<file path="config.mk">
export PLATFORM = sky130hd
export DESIGN_NAME = mem_port_arbiter
export DESIGN_NICKNAME = d
export VERILOG_FILES = /design/src/rtl/mem_port_arbiter.sv
export SDC_FILE = /design/constraint.sdc
export NUM_CORES = 1
export LEC_CHECK = 0
export CAP_MARGIN = 40
export CORE_AREA = 8 8 245 247
export DETAILED_ROUTE_END_ITERATION = 10
export DIE_AREA = 0 0 253 255
export GPL_ROUTABILITY_DRIVEN = 0
export PLACE_DENSITY = 0.34
export SYNTH_ARGS = -nofsm -noshare
export SYNTH_HDL_FRONTEND = slang
export SYNTH_SLANG_ARGS = --single-unit
export TNS_END_PERCENT = 100
</file>
<file path="constraint.sdc">
create_clock -name clk_i -period 1.8 [get_ports clk_i]
set_input_delay 0.36 -clock clk_i [delete_from_list [all_inputs] [get_ports clk_i]]
set_output_delay 0.36 -clock clk_i [all_outputs]
set_load 0.05 [all_outputs]
</file>
<file path="src/rtl/mem_port_arbiter.sv">
// mem_port_arbiter
//
// Shares one external memory refill/writeback port between NUM_REQ core-side
// requesters (icache refill, dcache refill/writeback, page-table walker).
// A round-robin arbiter picks one requester, the burst sequencer then owns the
// memory port for the whole BEATS-beat burst, and on the final beat priority
// rotates so the requester that just finished becomes lowest priority.
//
// Handshakes: every channel is valid/ready. A transfer happens on a rising
// clk_i edge where both valid and ready are high. Valid is held, with its
// payload stable, until that happens. Ready may depend combinationally on
// valid. mem_rvalid_i is the only exception: it has no ready and must be taken.
//
// Ports
//   clk_i, rst_ni              clock, asynchronous active-low reset
//   req_valid_i/req_ready_o    per-requester burst request; ready is a one-hot pulse
//   req_addr_i, req_write_i    per-requester base address (slice i) and direction
//   wdata_valid_i/wdata_i      per-requester write beats
//   wdata_ready_o              write beat accepted (owner only)
//   rdata_valid_o              read beat to the owner
//   rdata_o, rdata_last_o      shared read data, final-beat marker
//   mem_req_*                  memory address phase (latched address and direction)
//   mem_w*                     memory write-data channel
//   mem_rvalid_i, mem_rdata_i  memory read-data channel
//   grant_o                    one-hot current owner, 0 while idle
//   busy_o                     sequencer is not idle
module mem_port_arbiter #(
   parameter int NUM_REQ = 3,
   parameter int ADDR_W  = 56,
   parameter int DATA_W  = 64,
   parameter int BEATS   = 8
) (
   input  logic                        clk_i,
   input  logic                        rst_ni,
   input  logic [NUM_REQ-1:0]          req_valid_i,
   output logic [NUM_REQ-1:0]          req_ready_o,
   input  logic [NUM_REQ*ADDR_W-1:0]   req_addr_i,
   input  logic [NUM_REQ-1:0]          req_write_i,
   input  logic [NUM_REQ-1:0]          wdata_valid_i,
   input  logic [NUM_REQ*DATA_W-1:0]   wdata_i,
   output logic [NUM_REQ-1:0]          wdata_ready_o,
   output logic [NUM_REQ-1:0]          rdata_valid_o,
   output logic [DATA_W-1:0]           rdata_o,
   output logic                        rdata_last_o,
   output logic                        mem_req_valid_o,
   input  logic                        mem_req_ready_i,
   output logic [ADDR_W-1:0]           mem_req_addr_o,
   output logic                        mem_req_write_o,
   output logic                        mem_wvalid_o,
   input  logic                        mem_wready_i,
   output logic [DATA_W-1:0]           mem_wdata_o,
   output logic                        mem_wlast_o,
   input  logic                        mem_rvalid_i,
   input  logic [DATA_W-1:0]           mem_rdata_i,
   output logic [NUM_REQ-1:0]          grant_o,
   output logic                        busy_o
);

   localparam int CNT_W = $clog2(BEATS);
   localparam int IDX_W = (NUM_REQ > 1) ? $clog2(NUM_REQ) : 1;
   localparam logic [CNT_W-1:0] LAST_BEAT = CNT_W'(BEATS - 1);
   localparam logic [IDX_W-1:0] PTR_RESET = IDX_W'(NUM_REQ - 1);

   typedef enum logic [1:0] {
      IDLE  = 2'd0,
      ADDR  = 2'd1,
      WDATA = 2'd2,
      RDATA = 2'd3
   } state_t;

   // state_q is the FSM state; busy_o mirrors (state_q != IDLE).
   state_t             state_q, state_d;
   logic [IDX_W-1:0]   idx_q, idx_d;     // current owner
   logic [IDX_W-1:0]   ptr_q, ptr_d;     // last requester to complete a burst
   logic [ADDR_W-1:0]  addr_q, addr_d;
   logic               write_q, write_d;
   logic [CNT_W-1:0]   cnt_q, cnt_d;

   // Per-requester views of the flattened address and write-data buses.
   logic [ADDR_W-1:0]  addr_arr  [NUM_REQ];
   logic [DATA_W-1:0]  wdata_arr [NUM_REQ];

   for (genvar i = 0; i < NUM_REQ; i++) begin : g_unpack
      assign addr_arr[i]  = req_addr_i[i*ADDR_W +: ADDR_W];
      assign wdata_arr[i] = wdata_i[i*DATA_W +: DATA_W];
   end

   // Round-robin pick: first requester above the pointer wins; if none,
   // the first one at or below it. This equals an upward search from
   // pointer+1 with wrap-around, without any modulo arithmetic.
   logic               hi_valid, lo_valid, pick_valid;
   logic [IDX_W-1:0]   hi_idx, lo_idx, pick_idx;

   always_comb begin
      hi_valid = 1'b0;
      hi_idx   = '0;
      lo_valid = 1'b0;
      lo_idx   = '0;
      for (int i = 0; i < NUM_REQ; i++) begin
         if (!hi_valid && req_valid_i[i] && (IDX_W'(i) > ptr_q)) begin
            hi_valid = 1'b1;
            hi_idx   = IDX_W'(i);
         end
         if (!lo_valid && req_valid_i[i] && (IDX_W'(i) <= ptr_q)) begin
            lo_valid = 1'b1;
            lo_idx   = IDX_W'(i);
         end
      end
      pick_valid = hi_valid || lo_valid;
      pick_idx   = hi_valid ? hi_idx : lo_idx;
   end

   always_ff @(posedge clk_i or negedge rst_ni) begin
      if (!rst_ni) begin
         state_q <= IDLE;
         idx_q   <= '0;
         ptr_q   <= PTR_RESET;
         addr_q  <= '0;
         write_q <= 1'b0;
         cnt_q   <= '0;
      end else begin
         state_q <= state_d;
         idx_q   <= idx_d;
         ptr_q   <= ptr_d;
         addr_q  <= addr_d;
         write_q <= write_d;
         cnt_q   <= cnt_d;
      end
   end

   always_comb begin
      state_d         = state_q;
      idx_d           = idx_q;
      ptr_d           = ptr_q;
      addr_d          = addr_q;
      write_d         = write_q;
      cnt_d           = cnt_q;
      req_ready_o     = '0;
      wdata_ready_o   = '0;
      rdata_valid_o   = '0;
      rdata_o         = '0;
      rdata_last_o    = 1'b0;
      mem_req_valid_o = 1'b0;
      mem_wvalid_o    = 1'b0;
      mem_wdata_o     = '0;
      mem_wlast_o     = 1'b0;

      case (state_q)
         IDLE: begin
            if (pick_valid) begin
               req_ready_o[pick_idx] = 1'b1;
               idx_d                 = pick_idx;
               addr_d                = addr_arr[pick_idx];
               write_d               = req_write_i[pick_idx];
               state_d               = ADDR;
            end
         end

         ADDR: begin
            mem_req_valid_o = 1'b1;
            if (mem_req_ready_i) begin
               cnt_d   = '0;
               state_d = write_q ? WDATA : RDATA;
            end
         end

         WDATA: begin
            mem_wvalid_o         = wdata_valid_i[idx_q];
            mem_wdata_o          = wdata_arr[idx_q];
            wdata_ready_o[idx_q] = mem_wready_i;
            mem_wlast_o          = (cnt_q == LAST_BEAT);
            if (mem_wvalid_o && mem_wready_i) begin
               cnt_d = cnt_q + 1'b1;   // wraps to 0 on the last beat
               if (cnt_q == LAST_BEAT) begin
                  ptr_d   = idx_q;
                  state_d = IDLE;
               end
            end
         end

         RDATA: begin
            rdata_valid_o[idx_q] = mem_rvalid_i;
            rdata_o              = mem_rdata_i;
            rdata_last_o         = mem_rvalid_i && (cnt_q == LAST_BEAT);
            if (mem_rvalid_i) begin
               cnt_d = cnt_q + 1'b1;
               if (cnt_q == LAST_BEAT) begin
                  ptr_d   = idx_q;
                  state_d = IDLE;
               end
            end
         end

         default: state_d = IDLE;
      endcase
   end

   always_comb begin
      grant_o = '0;
      if (state_q != IDLE) begin
         grant_o[idx_q] = 1'b1;
      end
   end

   assign busy_o          = (state_q != IDLE);
   assign mem_req_addr_o  = addr_q;
   assign mem_req_write_o = write_q;

   // Read beats have no backpressure, so one arriving when no read burst is
   // open would be silently lost.
   rvalid_only_in_rdata: assert property (
      @(posedge clk_i) disable iff (!rst_ni) mem_rvalid_i |-> (state_q == RDATA)
   );

endmodule

</file>
# Yosys cells after proc, flatten, opt, wreduce, memory -nomap -nowiden
# Cells that the tools add are included.
[totals]
inputBits = 438
register_bits = 66
out_inout_bits = 202
elab_cells = 109
[classes]
n_reduce_logical = 27
eq_ne = 8
mux = 51
n_addsub = 1
magnitude_cmp = 12
bitwise_logic = 4
[op_table]
columns = ["cell", "n"]
rows = [
  ["two-way mux 64 bit", 4],
  ["binary-select mux 64 bit (select 2 bit)", 1],
  ["binary-select mux 56 bit (select 2 bit)", 1],
  ["two-way mux 56 bit", 2],
  ["two-way mux 3 bit", 8],
  ["two-way mux 2 bit", 11],
  ["two-way mux 1 bit", 17],
  ["logical AND 1 bit", 14],
  ["case mux 3 bit (3 select lines)", 1],
  ["inequality test 2 bit (second input constant)", 4],
  ["case mux 2 bit (4 select lines)", 1],
  ["AND reduction 4 bit", 2],
  ["bitwise AND 3 bit", 2],
  ["greater-or-equal comparator 3 bit (second input constant)", 2],
  ["< comparator 2 x 3 -> 1 bit (second input constant)", 2],
  ["inverter 2 -> 3 bit", 2],
  ["binary-select mux 1 bit (select 2 bit)", 2],
  ["demux 1 bit (select 2 bit)", 2],
  ["== test 2 bit (second input constant)", 2],
  ["greater-or-equal comparator 2 x 1 -> 1 bit (second input constant)", 2],
  ["> comparator 1 x 2 -> 1 bit (first input constant)", 2],
  ["<= comparator 1 x 2 -> 1 bit (first input constant)", 2],
  ["zero test 1 bit", 4],
  ["case mux 2 bit (2 select lines)", 1],
  ["11 further kinds", 12],
]

# Depth between registers and ports, before layout
# Gate-level depths: netlist (run 1).
[logic_depth]
word_depth = 18
depth_mapped = 7
depth_no_buf = 5

# Worst setup path before layout (run 1)
# OpenSTA, ideal clock, no wires.
[synth_path]
path_kind = "register -> output"
start = "reg state_q[0]"
end = "out rdata_valid_o[0]"
arrival_ns = 2.061
setup_slack_ns = -0.621
stages_incl_launch_ff = 5
path_cell_list = "dfrtp_1 buf_2 clkbuf_1 nand3_1 nor3_1"
[synth_between]
elab_chain_len = 2
[synth_lines]
columns = ["element", "line_no", "text"]
rows = [
  ["start: declaration", "72", "state_t state_q, state_d;"],
  ["start signal: assignment", "122", "state_q <= state_d;"],
  ["== test 2 bit", "148", "case (state_q)"],
  ["two-way mux 3 bit", "148", ""],
  ["end: declaration", "42", "output logic [NUM_REQ-1:0] rdata_valid_o,"],
]
# Every way passes these cells.

# Worst setup path after layout (run 1)
[layout_path]
start = "reg idx_q[1]"
end = "out mem_wdata_o[62]"
[layout_between]
elab_chain_len = 5
[layout_lines]
columns = ["element", "line_no", "text"]
rows = [
  ["start: declaration", "73", "logic [IDX_W-1:0] idx_q, idx_d;"],
  ["start signal: assignment", "123", "idx_q <= idx_d;"],
  ["inverter 2 -> 3 bit (implied by the code)", "169", "mem_wdata_o = wdata_arr[idx_q];"],
  ["binary-select mux 64 bit (select 2 bit)", "169", ""],
  ["two-way mux 64 bit (implied by the code) (2 in a row)", "169", ""],
  ["two-way mux 64 bit", "148", ""],
  ["end: declaration", "51", "output logic [DATA_W-1:0] mem_wdata_o,"],
]
# Every way passes these cells. The select of a mux whose other input is x is not followed.

==> run metrics, run 1 <==
worst min path class=input port to async pin; Async S/R FF share, synth=100.0%; Clock Tree Root=clkbuf_16; WL/cell=between 20 and 25 um; DP Worst Slack=-0.4760 ns; maximum VDD drop=0.0007680 V; first-pass GRT wire length=72260 um; layout cells sized above 1=between 40% and 50%; DRT iter0 DRCs=309; RSZ-0062 raised after global routing=true; total grt overflow=0; Post-Syn Area=0.005674 sq mm; Overall Global Routing Usage=15.29%; skew final=~0.0058 ns; Reg clk slew, reported paths=0.06 ns; Vias=8833; Fillers=5846; Layout Nets=around 1900; post-layout util=32.30%; # DRC=0; Leak=between 7 and 8 nW; syn_nets=1149; Mean Syn Cell Area=8.003 sq um; Clock Sinks=66; crit-path max FO=8; initial antenna violation count=13; final setup violation count=204; CTS max path bufs=2; core area=0.05595 sq mm; most frequent cells in the layout=clkdlybuf4s50_1 (433), buf_12 (181), buf_4 (127), mux2i_1 (110), nor2_1 (80); # rows=87; H-tree levels=3; Fin. Hold Viols=0; Syn Inst Count=between 700 and 800; Setup crit end kind=output port; Main synth FF type=dfrtp_1; Slew HR=70.36%; Placed Area=0.01521 sq mm; fin cells=2245; DIE AREA=between 0.06 and 0.07 sq mm; Cell Pwr Density=1962 mW/mm^2; TritonCTS buffer count=9; final slew viol count=0; number of global-route vias before repair=9813; Initial Util=10.14%; CP Launch Type=flop; largest net degree at the start of global routing=51; Worst EP arrival=1.98 ns; most common cell after layout, fill and taps aside=clkdlybuf4s50_1; synth unique cells=42; failing checks=setup timing; DRT antenna net count=0; post-route clock period utilization=130.1%; vias per inst=~3.9; Crit Path Class=flop to output port; Post-synth EDFFs=0; Tmin final=2.342 ns; Max Clk Rate=0.4270 GHz; Post-Place Cells=between 2000 and 2500; Die Y=255 um; Ys Warns=0; register area share after synthesis=between 20% and 30%; Die X=253 um; Synth Register Bits=66; Post-Route WL=approximately 53000 um; I/O Pins=640; Pre-antenna DRT Iters=4; Port Buf Inserts=639; final instance area=0.01807 sq mm; CTS tree=done; area delta synth->final=218.5%; worst-margin pin slew=0.4446 ns; run status=complete, but fails checks; DP Wirelength=40770 um; setup ws final=-0.5421 ns; Max-Cap Viols=0; clk_lat worst skew=0.35 ns; CP Data Required Time=~1.4 ns
## logic make-up after synthesis
family                   synth area share (%)
XOR/XNOR                               0.1544
flip-flops                              29.13
AND/OR/NAND/NOR                         19.01
buffers and inverters                   6.813
adder cells (fa/ha/maj)                0.4409
multiplexers                            22.07
AO/OA/AOI/OAI                           22.38
## cells in the mapped netlist, types with 2 or more instances
cell type | n | area, sq um
mux2i_1 | 124 | 1241
buf_1 | 4 | 15.01
nor2b_1 | 2 | 12.51
nand2_1 | 9 | 33.78
inv_1 | 5 | 18.77
a32oi_1 | 58 | 508.0
buf_2 | 24 | 120.1
a22o_1 | 2 | 17.52
ha_1 | 2 | 25.02
o21ai_0 | 2 | 10.01
clkbuf_4 | 2 | 15.01
a21oi_1 | 69 | 345.3
nor2_1 | 140 | 525.5
buf_4 | 6 | 45.04
clkbuf_1 | 39 | 146.4
buf_6 | 2 | 22.52
and2_1 | 2 | 12.51
nor3_1 | 3 | 15.01
o21ai_1 | 59 | 295.3
dfrtp_1 | 65 | 1627
and3_1 | 66 | 412.9
nand2b_1 | 4 | 25.02
## stage by stage
step	hold WS [ns]	TNS, ns	power (mW)
global placement	0.3342	-31.13	28.25
floorplan	0.06441	-13.76	15.67
finish	0.4877	-52.30	35.45
detailed placement	0.3383	-34.38	28.24
global route	0.5156	-66.70	37.13
CTS	0.4904	-56.79	34.72
## area by class of cell
cell class	count	area, sq um	area share, %
Antenna cell	8	20.02	0.1108
Clock inverter	3	40.04	0.2215
Inverter	6	25.02	0.1385
Multi-Input combinational cell	560	4790	26.50
Timing Repair Buffer	833	10350	57.28
Tap cell	756	945.9	5.234
Clock buffer	13	240.2	1.329
Sequential cell	66	1660	9.187
## path summary, 6_finish.rpt
check / start / to / slack (ns) / depth (start not counted)
worst min-delay path: rst_ni / mem_req_addr_o[23] / 0.49 / 2
worst max register to register: idx_q[1] / ptr_q[1] / -0.15 / 7
min in group clk_i: mem_req_addr_o[43] / mem_req_addr_o[43] / 0.50 / 2
worst min register to register: mem_req_addr_o[43] / mem_req_addr_o[43] / 0.50 / 2
worst max-delay path: idx_q[1] / mem_wdata_o[62] / -0.54 / 8
max in group asynchronous: rst_ni / mem_req_addr_o[4] / 0.69 / 3
## worst max-delay path: stages, from the launching register on
cell and delay [ns]:
dfrtp_4 0.49, buf_12 0.16, buf_12 0.15, buf_12 0.14, mux2i_2 0.15, nor2_1 0.13
a21oi_2 0.05, nor2_2 0.17, buf_12 0.16
## routing by layer
metal  vias to the layer above  global-route usage (%)  share of wire, %
li1                       4158                       -                 -
met1                      4184                   16.12                37
met2                       430                   28.18                52
met3                        57                   5.350               8.5
met4                         4                   5.030               2.8
met5                         -                       0             0.057
## report_power, final
part / internal [mW] / total [mW] / switching (mW)
Combinational: 14.6 / 30.8 / 16.3
Clock: 1.07 / 1.77 / 0.697
Sequential: 2.23 / 2.85 / 0.621
## state kept, by name (all words and copies together), names as in the netlist
name and cells:
mem_req_addr_o 56, state_q 2, cnt_q 3, idx_q 2, ptr_q 2, mem_req_write_o 1
## repair_timing
action	4_1_cts	5_1_grt
resized for setup	239	117
setup buffers	43	35
endpoints found under the hold margin	26	0
pin swaps	53	81
hold buffers	1	0
gates cloned	19	6
endpoints found under the setup margin	174	207
No activity file was read; power rests on OpenSTA's default activity.
==> inputs of run 2 (changes only) <==
--- a/config.mk
+++ b/config.mk
@@ -6,11 +6,11 @@
 export NUM_CORES = 1
 export LEC_CHECK = 0
 export CAP_MARGIN = 40
-export CORE_AREA = 8 8 245 247
+export CORE_AREA = 4 4 248 250
 export DETAILED_ROUTE_END_ITERATION = 10
-export DIE_AREA = 0 0 253 255
+export DIE_AREA = 0 0 252 254
 export GPL_ROUTABILITY_DRIVEN = 0
-export PLACE_DENSITY = 0.34
+export PLACE_DENSITY = 0.33
 export SYNTH_ARGS = -nofsm -noshare
 export SYNTH_HDL_FRONTEND = slang
 export SYNTH_SLANG_ARGS = --single-unit
==> run 2 against run 1 <==
  * The run still ends with setup timing left
  * Design area is 2.2% lower
  * Clock-buffer cell count is 1 lower
  * Combinational power is 3% lower
  * Clock power hardly changed
  * Critical path depth stayed put
  * Sequential share of layout area is 0.21 points higher
  * Global-route usage is 0.79 points lower
  * Highest routed layer unchanged
==> run metrics, run 2 (synthesis results as in run 1) <==
run status=complete, but fails checks; failing checks=setup timing; post-route clock period utilization=129.4% (-0.75 points); Overall Global Routing Usage=14.50% (-0.79 points); DIE AREA=0.06401 sq mm (-0.79%); maximum VDD drop=0.0008410 V (+9.5%); slowest cell on the critical path=dfrtp_4; post-layout util=29.95% (-2.4 points); Port Buf Inserts=639 (unchanged); WL/cell=22.78 um (-2.9%); Post-Route WL=50550 um (-4.0%); worst reg2reg path depth=9 (+2); layout cells sized above 1=42.59% (-0.15 points); largest net degree at the start of global routing=46 (-9.8%); final slew viol count=0 (unchanged); setup ws final=-0.5286 ns (+0.01353 ns); # DRC=0 (unchanged); vias per inst=3.893 (-1.1%); most common cell after layout, fill and taps aside=clkdlybuf4s50_1; most frequent CP cell=buf_12; total power=34.57 mW (-2.5%); hold slack=0.3824 ns (-0.1053 ns); H-tree levels=3 (unchanged); worst min path class=input port to async pin; area delta synth->final=211.5%; Placed Area=0.01514 sq mm (-0.42%); Max Clk Rate=0.4294 GHz (+0.58%); fin cells=2219 (-1.2%); I/O Pins=640 (unchanged); worst-margin pin slew=0.4236 ns (-0.02091 ns); Pre-antenna DRT Iters=5 (+1); Setup crit end kind=output port; total grt overflow=0 (unchanged); setup TNS=-47.63 ns (+4.669 ns); Max-Cap Viols=0 (unchanged); CTS max path bufs=2 (unchanged); Largest register FFs=56 (unchanged); most frequent cells in the layout=clkdlybuf4s50_1 (433), buf_12 (182), buf_4 (116), mux2i_1 (102), and3_4 (66); DP Worst Slack=-0.4222 ns (+0.05383 ns); CP max stage delay=0.49 ns (about the same); CP Data Required Time=1.44 ns (about the same); initial antenna violation count=13 (unchanged); Die X=252 um (-0.40%); CTS tree=done; Die Y=254 um (-0.39%); CP Launch Type=flop; Clock Tree Root=clkbuf_16; Clock Sinks=66 (unchanged); final instance area=0.01767 sq mm (-2.2%); DRT iter0 DRCs=206 (-33%); Reg clk slew, reported paths=0.06 ns (about the same); crit-path max FO=8 (unchanged); Tmin final=2.329 ns (-0.01353 ns); Cell Pwr Density=1956 mW/mm^2 (-0.28%); first-pass GRT wire length=67730 um (-6.3%); RSZ-0062 raised after global routing=true; Initial Util=9.614% (-0.53 points); DP Wirelength=39530 um (-3.0%); # rows=89 (+2.3%); Worst EP arrival=1.97 ns (about the same); Leak=6.975 nW (-4.0%); final setup violation count=150 (-26%); clk_lat worst skew=0.36 ns (about the same); skew final=0.005678 ns (-0.00009109 ns); Vias=8638 (-2.2%); number of global-route vias before repair=9316 (-5.1%); cells along the critical path=buf_12, buf_16, buf_12, mux2i_4, nor2_1, a21oi_1, nor2_2, buf_12; DRT antenna net count=0 (unchanged); core area=0.05902 sq mm (+5.5%); Post-Place Cells=2126 (-0.28%); Layout Nets=1872 (-2.3%); Fin. Hold Viols=0 (unchanged); TritonCTS buffer count=9 (unchanged); Crit Path Class=flop to output port; Fillers=6153 (+5.3%); Slew HR=71.76% (+1.4 points)
[run 2: cell types whose count changed in the layout (fill, tap and decap cells not counted), moves of 5 or more]
cell	delta
a21oi_2	-5
a21oi_1	+5
mux2i_1	-8
a32oi_2	-5
buf_6	-23
buf_4	-11
mux2i_4	+6
buf_8	-9
o21ai_1	-5
nor2_1	-15
nor2_2	+13
[run 2: report_power, final]
group / total [mW] / leakage (nW) / switching [mW] / internal, mW
registers: 2.82 / 0.806 / 0.589 / 2.23
clock network: 1.78 / 0.141 / 0.744 / 1.04
logic: 30.0 / 6.03 / 16.0 / 14.0
total: 34.6 / 6.98 / 17.3 / 17.2
[run 2: critical path, delay by kind of cell, from the launching register on]
kind	cells	cell delay [ns]
flip-flops	1	0.49
multiplexers	1	0.18
buffers and inverters	4	0.63
AO/OA/AOI/OAI	1	0.06
AND/OR/NAND/NOR	2	0.23
[run 2: final timing paths]
path / startpoint / endpoint / slack (ns)
worst min-delay path: rst_ni / mem_req_addr_o[29] / 0.38
worst max-delay path: idx_q[1] / mem_wdata_o[32] / -0.53
min in group clk_i: mem_req_addr_o[30] / mem_req_addr_o[30] / 0.50
worst max register to register: idx_q[1] / cnt_q[0] / -0.21
max in group asynchronous: rst_ni / ptr_q[1] / 0.86
worst min register to register: mem_req_addr_o[30] / mem_req_addr_o[30] / 0.50
[run 2: what timing repair did]
item / CTS / global route
hold buffers: 1 / 0
pin swaps: 40 / 79
buffers inserted: 28 / 29
gates resized for setup: 201 / 132
gates cloned: 14 / 13
endpoints found under the setup margin: 195 / 206
hold endpoints to repair: 9 / 0
[run 2: metal layers]
| layer | up-vias | share of wire, % | global-route usage [%] |
|---|---|---|---|
| met5 | - | 0.077 | 0 |
| met4 | 6 | 1.9 | 4.051 |
| met3 | 45 | 8.8 | 5.721 |
| met2 | 398 | 53 | 27.11 |
| met1 | 4103 | 36 | 15.05 |
| li1 | 4086 | - | - |
[run 2: layout make-up]
type	count	area [sq um]	share of cell area [%]
diodes	9	22.52	0.1274
clock buffers	12	266.5	1.508
clock inverters	4	25.02	0.1416
inverters	6	27.53	0.1557
multi-input cells	560	4885	27.64
flip-flops and latches	66	1660	9.394
well taps	773	967.2	5.472
repair buffers	789	9821	55.56
